==> config.mk <==
export PLATFORM = sky130hd
export DESIGN_NAME = rv_dm_wb_bridge
export DESIGN_NICKNAME = d
export VERILOG_FILES = /design/src/rtl/rv_dm_wb_bridge.sv
export SDC_FILE = /design/constraint.sdc
export NUM_CORES = 1
export LEC_CHECK = 0
export BUFFER_PORTS_ARGS = -buffer_cell sky130_fd_sc_hd__clkbuf_2
export CAP_MARGIN = 25
export CORE_MARGIN = 2
export CORE_UTILIZATION = 45
export CTS_CLUSTER_SIZE = 30
export DETAILED_ROUTE_END_ITERATION = 6
export PLACE_DENSITY_LB_ADDON = 0.3
export SYNTH_ARGS = -nofsm -noshare
export SYNTH_HDL_FRONTEND = slang
export SYNTH_SLANG_ARGS = --single-unit
==> constraint.sdc <==
create_clock -name clk_i -period 2.35 [get_ports clk_i]
set_input_delay 0.235 -clock clk_i [delete_from_list [all_inputs] [get_ports clk_i]]
set_output_delay 0.235 -clock clk_i [all_outputs]
set_load 0.1 [all_outputs]
==> src/rtl/rv_dm_wb_bridge.sv <==
// rv_dm_wb_bridge: runs each core load/store as one Wishbone classic cycle, with a bus timeout.
module rv_dm_wb_bridge #(
    parameter int          TIMEOUT  = 255,
    parameter logic [31:0] ERR_DATA = 32'hFFFF_FFFF
) (
    input  logic        clk_i,
    input  logic        rst_n_i,
    input  logic [31:0] dm_addr_i,
    input  logic [31:0] dm_data_s_i,
    input  logic [3:0]  dm_data_select_i,
    input  logic        dm_load_i,
    input  logic        dm_store_i,
    output logic        dm_ready_o,
    output logic [31:0] dm_data_l_o,
    output logic        dm_load_done_o,
    output logic        dm_store_done_o,
    output logic        wb_cyc_o,
    output logic        wb_stb_o,
    output logic        wb_we_o,
    output logic [31:0] wb_adr_o,
    output logic [3:0]  wb_sel_o,
    output logic [31:0] wb_dat_o,
    input  logic [31:0] wb_dat_i,
    input  logic        wb_ack_i,
    input  logic        wb_err_i,
    output logic        bus_err_o,
    input  logic        bus_err_clr_i
);
    localparam int CW = (TIMEOUT < 1) ? 1 : $clog2(TIMEOUT + 1);
    localparam logic [CW-1:0] LAST = CW'((TIMEOUT < 1) ? 0 : TIMEOUT - 1);
    typedef enum logic {IDLE, BUS} state_t;
    state_t        state, state_nxt;
    logic [CW-1:0] cnt;
    logic          accept, timeout, term, fail;
    assign dm_ready_o = state == IDLE;
    assign wb_cyc_o   = state == BUS;
    assign wb_stb_o   = state == BUS;
    always_comb begin
        accept    = (dm_load_i | dm_store_i) & (state == IDLE);
        timeout   = (TIMEOUT != 0) && (cnt == LAST);
        term      = (state == BUS) & (wb_ack_i | wb_err_i | timeout);
        fail      = wb_err_i | (~wb_ack_i & timeout);
        state_nxt = accept ? BUS : term ? IDLE : state;
    end
    always_ff @(posedge clk_i or negedge rst_n_i) begin
        if (!rst_n_i) state <= IDLE;
        else          state <= state_nxt;
    end
    always_ff @(posedge clk_i or negedge rst_n_i) begin
        if (!rst_n_i) begin
            cnt             <= '0;
            wb_adr_o        <= '0;
            wb_sel_o        <= '0;
            wb_dat_o        <= '0;
            wb_we_o         <= 1'b0;
            dm_data_l_o     <= '0;
            dm_load_done_o  <= 1'b0;
            dm_store_done_o <= 1'b0;
            bus_err_o       <= 1'b0;
        end else begin
            cnt             <= accept ? '0 : (state == BUS) ? cnt + 1'b1 : cnt;
            dm_load_done_o  <= term & ~wb_we_o;
            dm_store_done_o <= term & wb_we_o;
            bus_err_o       <= (term & fail) | (bus_err_o & ~bus_err_clr_i);
            if (accept) begin
                wb_adr_o <= dm_addr_i & 32'hFFFF_FFFC;
                wb_sel_o <= dm_data_select_i;
                wb_dat_o <= dm_data_s_i;
                wb_we_o  <= dm_store_i;
            end
            if (term & ~wb_we_o) dm_data_l_o <= fail ? ERR_DATA : wb_dat_i;
        end
    end
endmodule

==> results of run 1 <==
## logic make-up after synthesis
logic type	share of synthesized area
AO/OA/AOI/OAI	0.1171
adder cells (fa/ha/maj)	0.005181
XOR/XNOR	0.001814
buffers and inverters	0.06503
multiplexers	0.1562
AND/OR/NAND/NOR	0.07876
other	0.0007765
flip-flops	0.5751
## synthesized netlist by cell type, drive strengths merged
cell / instances / share of area
a21oi: 1 / 0.0010
a221oi: 32 / 0.094
a22oi: 1 / 0.0016
and2: 2 / 0.0026
buf: 21 / 0.032
clkbuf: 8 / 0.0062
conb: 1 / 0.00078
dfrtp: 111 / 0.58
ha: 2 / 0.0052
inv: 35 / 0.027
mux2: 67 / 0.16
nand2: 4 / 0.0031
nand3: 3 / 0.0031
nand3b: 1 / 0.0016
nand4: 4 / 0.0065
nor2: 34 / 0.026
nor3: 33 / 0.034
o211ai: 2 / 0.0031
o21a: 1 / 0.0016
o21ai: 7 / 0.0073
o21bai: 1 / 0.0016
o311ai: 1 / 0.0018
o31ai: 2 / 0.0031
o41ai: 1 / 0.0018
or2: 1 / 0.0013
xnor2: 1 / 0.0018
## flip-flops by register name (all words and copies together) (netlist names), 4 cells and up
register / flops
dm_data_l_o: 32
wb_dat_o: 32
wb_adr_o: 30
cnt: 8
wb_sel_o: 4
## cell usage in the layout (no fill, tap or decap), types with 4 or more instances in the layout
master / Yosys / routed
buf_4: 10 / 8
nand2_1: 4 / 4
clkbuf_2: 0 / 208
o21ai_0: 7 / 7
a221oi_2: 28 / 28
dfrtp_1: 111 / 110
mux2_2: 67 / 67
nor2_1: 34 / 34
a221oi_1: 4 / 4
clkbuf_8: 0 / 9
inv_1: 35 / 35
nor3_1: 33 / 33
## final cells by class
| type | instances | share of cell area |
|---|---|---|
| Inverter | 35 | 0.02123 |
| Clock inverter | 6 | 0.008898 |
| Timing Repair Buffer | 220 | 0.1893 |
| Tap cell | 136 | 0.02750 |
| Multi-Input combinational cell | 203 | 0.2833 |
| Clock buffer | 10 | 0.02063 |
| Sequential cell | 111 | 0.4491 |
## layer usage
layer	track usage	vias up	wire, µm
met4	0.06044	0	217
met1	0.2461	1736	4649
met3	0.04056	17	743
li1	-	1720	-
met2	0.3118	136	5412
met5	0	-	0
## worst max path at each step
stage	endpoint	slack, ns	depth (start not counted)
final	wb_dat_o[12]$_DFFE_PN0N_	0.54	3
after global routing	wb_dat_o[22]$_DFFE_PN0N_	0.44	3
after CTS	dm_ready_o	0.54	2
after detailed placement	wb_dat_o[12]$_DFFE_PN0N_	0.53	4
after global placement	wb_adr_o[16]$_DFFE_PN0N_	0.54	4
after floorplan	wb_dat_o[0]$_DFFE_PN0N_	0.18	5
## metrics by stage
stage               cells  hold WS, ns  setup WS (ns)
detailed placement    704       0.3254         0.5316
CTS                   721      0.07242         0.5419
global placement      704       0.3208         0.5394
global route          721      0.07478         0.4438
floorplan             378     -0.06059         0.1765
finish                721      0.09645         0.5418
## what timing repair did
item                                    in CTS  in global routing
endpoints found under the setup margin       0                  0
hold buffers                                 1                  0
hold endpoints to repair                    50                  0
==> impl_metrics.py, run 1 <==
metrics = {
    "timing": {
        "finalSetupViolations": 0,
        "max_freq_mhz": 553.0,
        "hold_viol": 0,
        "setup_tns_ns": 0,
        "period_minus_slack_ns": 1.808,
        "tightestPinTransition_ns": 0.8578,
        "rsz0062_at_grt": "no",
        "clock_skew_ns": 0.01434,
        "max-slew-margin-rel": 0.4266,
        "slew_violations": 0,
        "finalCritPeriodShare": 0.7694,
    },
    "clocking": {
        "ctsHtreeMaxLevel": 3,
        "worstSkewPairLatency_ns": 0.36,
        "cts_resized": 0,
        "postCtsSetupRepairBufs": 0,
        "path_clk_slew_ns": 0.11,
        "cts_root_buffer": "clkbuf_8",
        "cts_buffers": 9,
        "cts_tree": "yes",
        "cts.sinks": 111,
        "clock_path_buffers": 2,
    },
    "grt": {
        "grt_pass1_wl_mm": 17.51,
        "grt-ovfl-total": 0,
        "antenna_found_initial": 0,
        "grt_pass1_vias": 3681,
        "grt_max_degree": 54,
        "gr-usage-all-layers": 0.1879,
    },
    "detailed_routing": {
        "via_count": 3609,
        "routed_wl_mm": 11.02,
        "drt_iter0_drc": 272,
        "final_antenna_net_count": 0,
        "route.detailed.drc": 0,
        "dr.pass1.iters": 4,
        "wl_per_cell_um": 15.29,
        "vias_per_cell": 5.006,
    },
    "layout": {
        "fillCellCount": 912,
        "fin_nets": 689,
        "post-route-util": 0.5966,
        "final_area_um2": 6187,
        "drive_above_1_share": 0.5675,
        "antennaDiodeCount": 0,
        "regArea_um2": 2779,
        "syn_to_final_growth_pct": 28.11,
        "multi_input_area_um2": 1753,
    },
    "critical_path": {
        "r2r-start": "wb_cyc_o$_DFFE_PN0P_",
        "cp-start-kind": "register",
        "critical_path.max_stage_delay_ns": 0.60,
        "worst-path-buf-inv": 1,
        "crit_start": "wb_cyc_o$_DFFE_PN0P_",
        "cp_data_required_time_ns": 2.59,
        "cp.arrival_ns": 2.05,
        "r2r_end": "wb_dat_o[12]$_DFFE_PN0N_",
        "cp_max_fo": 29,
        "reg2regPathDepth": 3,
        "reg2reg_slack_ns": 0.54,
        "critPathKind": "reg -> reg",
        "cp_cell_sequence": "o21bai_4, buf_12, mux2_2",
        "crit_slowest_cell": "dfrtp_1",
        "path_delay_family": "flip-flops",
        "end_kind": "register",
    },
    "synthesis": {
        "netlist_area_um2": 4830,
        "yosysUniqueCellTypes": 31,
        "synth-seq-area-share": 0.5751,
        "yosysWarnings": 0,
        "avgSynthCellArea_um2": 12.81,
        "synth-seq-cells": 111,
        "synth_cells": 377,
    },
    "run_status": {
        "status": "finished, final reports clean",
    },
    "floorplan": {
        "num_io_pins": 214,
        "core_area_um2": 10370,
        "die_h_um": 107.6,
        "die_x_um": 107.6,
        "die_area_um2": 11580,
        "core.rowCount": 37,
        "initial_utilization": 0.4657,
    },
    "worst_hold_path": {
        "hold-path-endpoint": "wb_dat_o[16]$_DFFE_PN0N_",
        "min_path_cells": 2,
        "min_path_type": "in -> reg",
        "hold_start": "dm_data_s_i[16]",
    },
    "placement": {
        "dp_hpwl_mm": 8.334,
        "numPortBuffers": 209,
        "postPlaceCellArea_um2": 5995,
        "gp_congestion": 0.7679,
    },
    "run": {
        "drv_cap": 0,
    },
}
Power of run 1 is not shown: default switching activity piles up to over one toggle a cycle in this logic, so the estimate is an artifact.
==> inputs of run 2 (changes only) <==
--- a/config.mk
+++ b/config.mk
@@ -8,7 +8,7 @@
 export BUFFER_PORTS_ARGS = -buffer_cell sky130_fd_sc_hd__clkbuf_2
 export CAP_MARGIN = 25
 export CORE_MARGIN = 2
-export CORE_UTILIZATION = 45
+export CORE_UTILIZATION = 43
 export CTS_CLUSTER_SIZE = 30
 export DETAILED_ROUTE_END_ITERATION = 6
 export PLACE_DENSITY_LB_ADDON = 0.3
==> constraint.sdc (replaced) <==
create_clock -name clk_i -period 1.55 [get_ports clk_i]
set_input_delay 0.155 -clock clk_i [delete_from_list [all_inputs] [get_ports clk_i]]
set_output_delay 0.155 -clock clk_i [all_outputs]
set_load 0.1 [all_outputs]
==> run 2 against run 1 <==
  * Via count rose by 7.2%
  * Register-to-register slack got worse by 0.47 ns
  * Critical path depth did not move
  * Cell area rose by 13%
==> impl_metrics.py, run 2 (same netlist as run 1, synthesis figures left out) <==
metrics = {
    "run_status": {
        "status": "finished, final reports clean",
    },
    "detailed_routing": {
        "vias_per_cell": 4.949,
        "wl_per_cell_um": 15.70,
        "routed_wl_mm": 12.28,
        "drt_iter0_drc": 189,
        "route.detailed.drc": 0,
        "final_antenna_net_count": 0,
        "dr.pass1.iters": 4,
        "via_count": 3870,
    },
    "layout": {
        "mostFrequentLayoutCell": "clkbuf_2",
        "drive_above_1_share": 0.5405,
        "layout_common_cells": "clkbuf_2 (204), dfrtp_1 (109), mux2_2 (67), dlygate4sd3_1 (51)",
        "antennaDiodeCount": 0,
        "top_regs": "dm_data_l_o: 32 flops, wb_dat_o: 32 flops, wb_adr_o: 30 flops",
        "final_area_um2": 7012,
        "syn_to_final_growth_pct": 45.18,
        "fin_nets": 746,
    },
    "timing": {
        "max-slew-margin-rel": 0.6212,
        "rsz0062_at_grt": "yes",
        "max_freq_mhz": 671.2,
        "clock_skew_ns": 0.007443,
        "period_minus_slack_ns": 1.490,
        "slew_violations": 0,
        "setup_slack_ns": 0.06004,
        "finalSetupViolations": 0,
        "holdWs_ns": 0.01975,
        "hold_viol": 0,
        "tightestPinTransition_ns": 0.5707,
        "finalCritPeriodShare": 0.9613,
    },
    "grt": {
        "gr-usage-all-layers": 0.2006,
        "grt_pass1_vias": 3888,
        "grt_max_degree": 58,
        "grt_pass1_wl_mm": 18.58,
        "grt-ovfl-total": 0,
        "antenna_found_initial": 0,
    },
    "run": {
        "drv_cap": 0,
    },
    "clocking": {
        "worstSkewPairLatency_ns": 0.37,
        "cts_root_buffer": "clkbuf_8",
        "cts_buffers": 9,
        "clock_path_buffers": 2,
        "path_clk_slew_ns": 0.10,
        "cts_tree": "yes",
        "ctsHtreeMaxLevel": 3,
        "cts.sinks": 111,
    },
    "placement": {
        "numPortBuffers": 209,
        "gp_congestion": 0.7980,
        "place_worst_setup_slack_ns": 0.006760,
        "dp_hpwl_mm": 8.277,
        "postPlaceCellArea_um2": 6155,
    },
    "critical_path": {
        "worst-path-buf-inv": 3,
        "cp.arrival_ns": 1.33,
        "path_delay_family": "flip-flops",
        "cp_data_required_time_ns": 1.39,
        "cp-start-kind": "register",
        "cp_max_fo": 8,
        "crit_slowest_cell": "dfrtp_4",
        "critical_path.max_stage_delay_ns": 0.54,
        "critPathKind": "reg -> out",
        "end_kind": "primary output",
        "cp_cell_sequence": "buf_4, clkinvlp_4, buf_12",
    },
    "worst_hold_path": {
        "min_path_type": "in -> reg",
    },
    "floorplan": {
        "core_area_um2": 10890,
        "die_h_um": 110.0,
        "core.rowCount": 38,
        "num_io_pins": 214,
        "die_x_um": 110.0,
        "die_area_um2": 12100,
        "initial_utilization": 0.4436,
    },
}
## run 2: cell count changes in the layout (fill, tap and decap cells not counted), sizes merged
cell         delta
buf            +10
bufinv          +2
clkbuf          -1
clkinv          -1
dlygate4sd3    +50
inv             -3
## run 2: cell type report
class                           instances  area, µm²
Clock buffer                           12      165.2
Clock inverter                          4      76.32
Fill cell                             828       3876
Inverter                               35      135.1
Multi-Input combinational cell        203       1826
Sequential cell                       111       2783
Tap cell                              140      175.2
Timing Repair Buffer                  277       1852
## run 2: worst reg2reg max path: stages (launching register included)
cell       delay, ns
dfrtp_1         0.39
inv_1           0.06
ha_1            0.15
nand4_1         0.09
or2_4           0.27
clkbuf_16       0.20
a221oi_2        0.23
## run 2: worst paths after layout
path / startpoint / to / slack, ns / cells past startpoint
worst min register to register: cnt[7]$_DFFE_PN0P_ / cnt[7]$_DFFE_PN0P_ / 0.50 / 1
worst min-delay path: dm_addr_i[4] / wb_adr_o[4]$_DFFE_PN0N_ / 0.02 / 2
worst max-delay path: wb_cyc_o$_DFFE_PN0P_ / dm_ready_o / 0.06 / 3
worst max register to register: cnt[0]$_DFFE_PN0P_ / dm_data_l_o[30]$_DFFE_PN0P_ / 0.07 / 6
max in group asynchronous: rst_n_i / wb_cyc_o$_DFFE_PN0P_ / 0.92 / 3
min in group asynchronous: rst_n_i / wb_dat_o[30]$_DFFE_PN0N_ / 0.32 / 3
## run 2: through the flow
| step | cells | util | TNS (ns) |
|---|---|---|---|
| after global routing | 782 | 0.6440 | -0.5565 |
| after CTS | 777 | 0.6327 | 0 |
| after detailed placement | 713 | 0.5653 | 0 |
| after global placement | 713 | 0.5653 | 0 |
| after floorplan | 378 | - | -8.523 |
| final | 782 | 0.6440 | 0 |
## run 2: what timing repair did
action                     4_1_cts  5_1_grt
cloned                           0        1
resized for setup                2        7
setup buffers                    0        1
hold buffers                    48        3
hold endpoints to repair       158        3
setup endpoints to repair        1       34
## run 2: layer usage
metal  vias to the layer above  wire length, µm  global-route usage
li1                       1839                -                   -
met1                      1857             4936              0.2364
met2                       141             6196              0.3418
met3                        33              751             0.04703
met4                         0              393              0.1013
met5                         -                0                   0
Power of run 2 is left out for the same reason.
==> inputs of run 3 (changes only) <==
--- a/config.mk
+++ b/config.mk
@@ -7,6 +7,7 @@
 export LEC_CHECK = 0
 export BUFFER_PORTS_ARGS = -buffer_cell sky130_fd_sc_hd__clkbuf_2
 export CAP_MARGIN = 25
+export CORE_ASPECT_RATIO = 1.25
 export CORE_MARGIN = 2
 export CORE_UTILIZATION = 43
 export CTS_CLUSTER_SIZE = 30
==> run 3 against run 2 <==
  * Flip-flop and latch count stayed put
  * Sequential share of layout area up 2.6 points
  * Cell area is 6.1% lower
  * Clock skew barely moved
  * Cell count shrank 7.0%
  * Non-clock buffer count decreased by 50
  * Via count decreased by 5.6%
  * Fmax is 0.13% higher
  * Hold slack better by 0.023 ns
  * First-iteration DRC count down 58%
  * Die area barely moved
  * Largest cell class unchanged
==> impl_metrics.py, run 3 (same netlist as run 1, synthesis figures left out) <==
metrics = {
    "floorplan": {
        "die_area_um2": 12100,
        "num_io_pins": 214,
        "initial_utilization": 0.4379,
        "die_x_um": 98.79,
        "core_area_um2": 11030,
        "die_h_um": 122.5,
        "core.rowCount": 43,
    },
    "critical_path": {
        "crit_slowest_cell": "dfrtp_4",
        "critical_path.max_stage_delay_ns": 0.51,
        "cp-start-kind": "register",
        "end_kind": "primary output",
        "reg2regPathDepth": 6,
        "critPathKind": "reg -> out",
        "cp_data_required_time_ns": 1.39,
        "cp.arrival_ns": 1.33,
        "cp_max_fo": 7,
        "cp_cell_sequence": "buf_4, clkinvlp_4, buf_12",
    },
    "grt": {
        "grt_pass1_vias": 3673,
        "grt_util_met2": 0.2889,
        "grt_max_degree": 112,
        "grtUsageMet1": 0.2267,
        "grt-ovfl-total": 0,
        "busiest_layer": "met2",
        "antenna_found_initial": 0,
        "grt_pass1_wl_mm": 17.45,
        "grtUsageMet3": 0.05182,
        "gr-usage-all-layers": 0.1789,
    },
    "run_status": {
        "status": "finished, final reports clean",
    },
    "layout": {
        "mostFrequentLayoutCell": "clkbuf_2",
        "antennaDiodeCount": 0,
        "fin_nets": 696,
        "syn_to_final_growth_pct": 36.35,
        "multi_input_area_um2": 1819,
        "top_regs": "dm_data_l_o: 32 flops, wb_dat_o: 32 flops, wb_adr_o: 30 flops",
        "fillCellCount": 947,
        "post-route-util": 0.5971,
        "regArea_um2": 2783,
        "drive_above_1_share": 0.5845,
        "layout_common_cells": "clkbuf_2 (204), dfrtp_1 (109), mux2_2 (67), inv_1 (34), nor2_1 (34)",
    },
    "placement": {
        "numPortBuffers": 209,
        "dp_hpwl_mm": 7.862,
        "place_worst_setup_slack_ns": 0.006404,
        "gp_congestion": 0.7656,
    },
    "detailed_routing": {
        "routed_wl_mm": 11.02,
        "dr.pass1.iters": 4,
        "via_count": 3653,
        "wl_per_cell_um": 15.16,
        "final_antenna_net_count": 0,
        "vias_per_cell": 5.025,
        "drt_iter0_drc": 79,
        "route.detailed.drc": 0,
    },
    "clocking": {
        "cts.sinks": 111,
        "worstSkewPairLatency_ns": 0.34,
        "cts_root_buffer": "clkbuf_16",
        "postCtsSetupRepairBufs": 0,
        "cts_tree": "yes",
        "path_clk_slew_ns": 0.07,
        "cts_buffers": 9,
        "clock_path_buffers": 2,
        "ctsHtreeMaxLevel": 3,
    },
    "timing": {
        "max-slew-margin-rel": 0.5985,
        "max_freq_mhz": 672.0,
        "rsz0062_at_grt": "yes",
        "holdWs_ns": 0.04314,
        "slew_violations": 0,
        "finalSetupViolations": 0,
        "hold_viol": 0,
        "tightestPinTransition_ns": 0.6023,
        "clock_skew_ns": 0.007357,
        "period_minus_slack_ns": 1.488,
        "setup_slack_ns": 0.06196,
        "finalCritPeriodShare": 0.9600,
    },
    "run": {
        "drv_cap": 0,
    },
    "worst_hold_path": {
        "min_path_type": "in -> reg",
        "min_path_cells": 2,
    },
}
## run 3: metrics by stage
stage               instances  area (µm²)   TNS, ns
global placement          709        6156         0
finish                    727        6585         0
detailed placement        709        6156         0
CTS                       726        6506         0
global route              727        6585  -0.02640
floorplan                 378        4867    -8.523
## run 3: final timing paths
kind                                            from                     endpoint  slack (ns)
worst max-delay path            wb_cyc_o$_DFFE_PN0P_                   dm_ready_o        0.06
worst min-delay path                    dm_addr_i[2]      wb_adr_o[2]$_DFFE_PN0N_        0.04
worst max register to register    cnt[0]$_DFFE_PN0P_  dm_data_l_o[22]$_DFFE_PN0P_        0.09
worst min register to register    cnt[7]$_DFFE_PN0P_           cnt[7]$_DFFE_PN0P_        0.50
max in group asynchronous                    rst_n_i     wb_dat_o[16]$_DFFE_PN0N_        0.66
min in group asynchronous                    rst_n_i  dm_data_l_o[10]$_DFFE_PN0P_        0.41
## run 3: per-layer routing
layer,up-vias,wire length [µm]
li1,1739,-
met1,1753,4546
met2,148,5361
met3,13,926
met4,0,187
met5,-,0
## run 3: final cells by class
class                   instances  share of cell area
well taps                     135             0.02565
clock inverters                 7             0.01558
clock buffers                   9             0.03420
flip-flops and latches        111              0.4226
multi-input cells             203              0.2763
repair buffers                227              0.2052
inverters                      35             0.02052
## run 3: what timing repair did
item,CTS,global route
hold endpoints to repair,111,0
setup endpoints to repair,2,32
cloned,0,1
resized for setup,2,6
pin swaps,0,0
hold buffers,1,0
## run 3: critical path: cells and delay by family, from the launching register on
family | cells | cell delay (ns)
flip-flops | 1 | 0.51
buffers and inverters | 3 | 0.48
Power of run 3 is left out for the same reason.
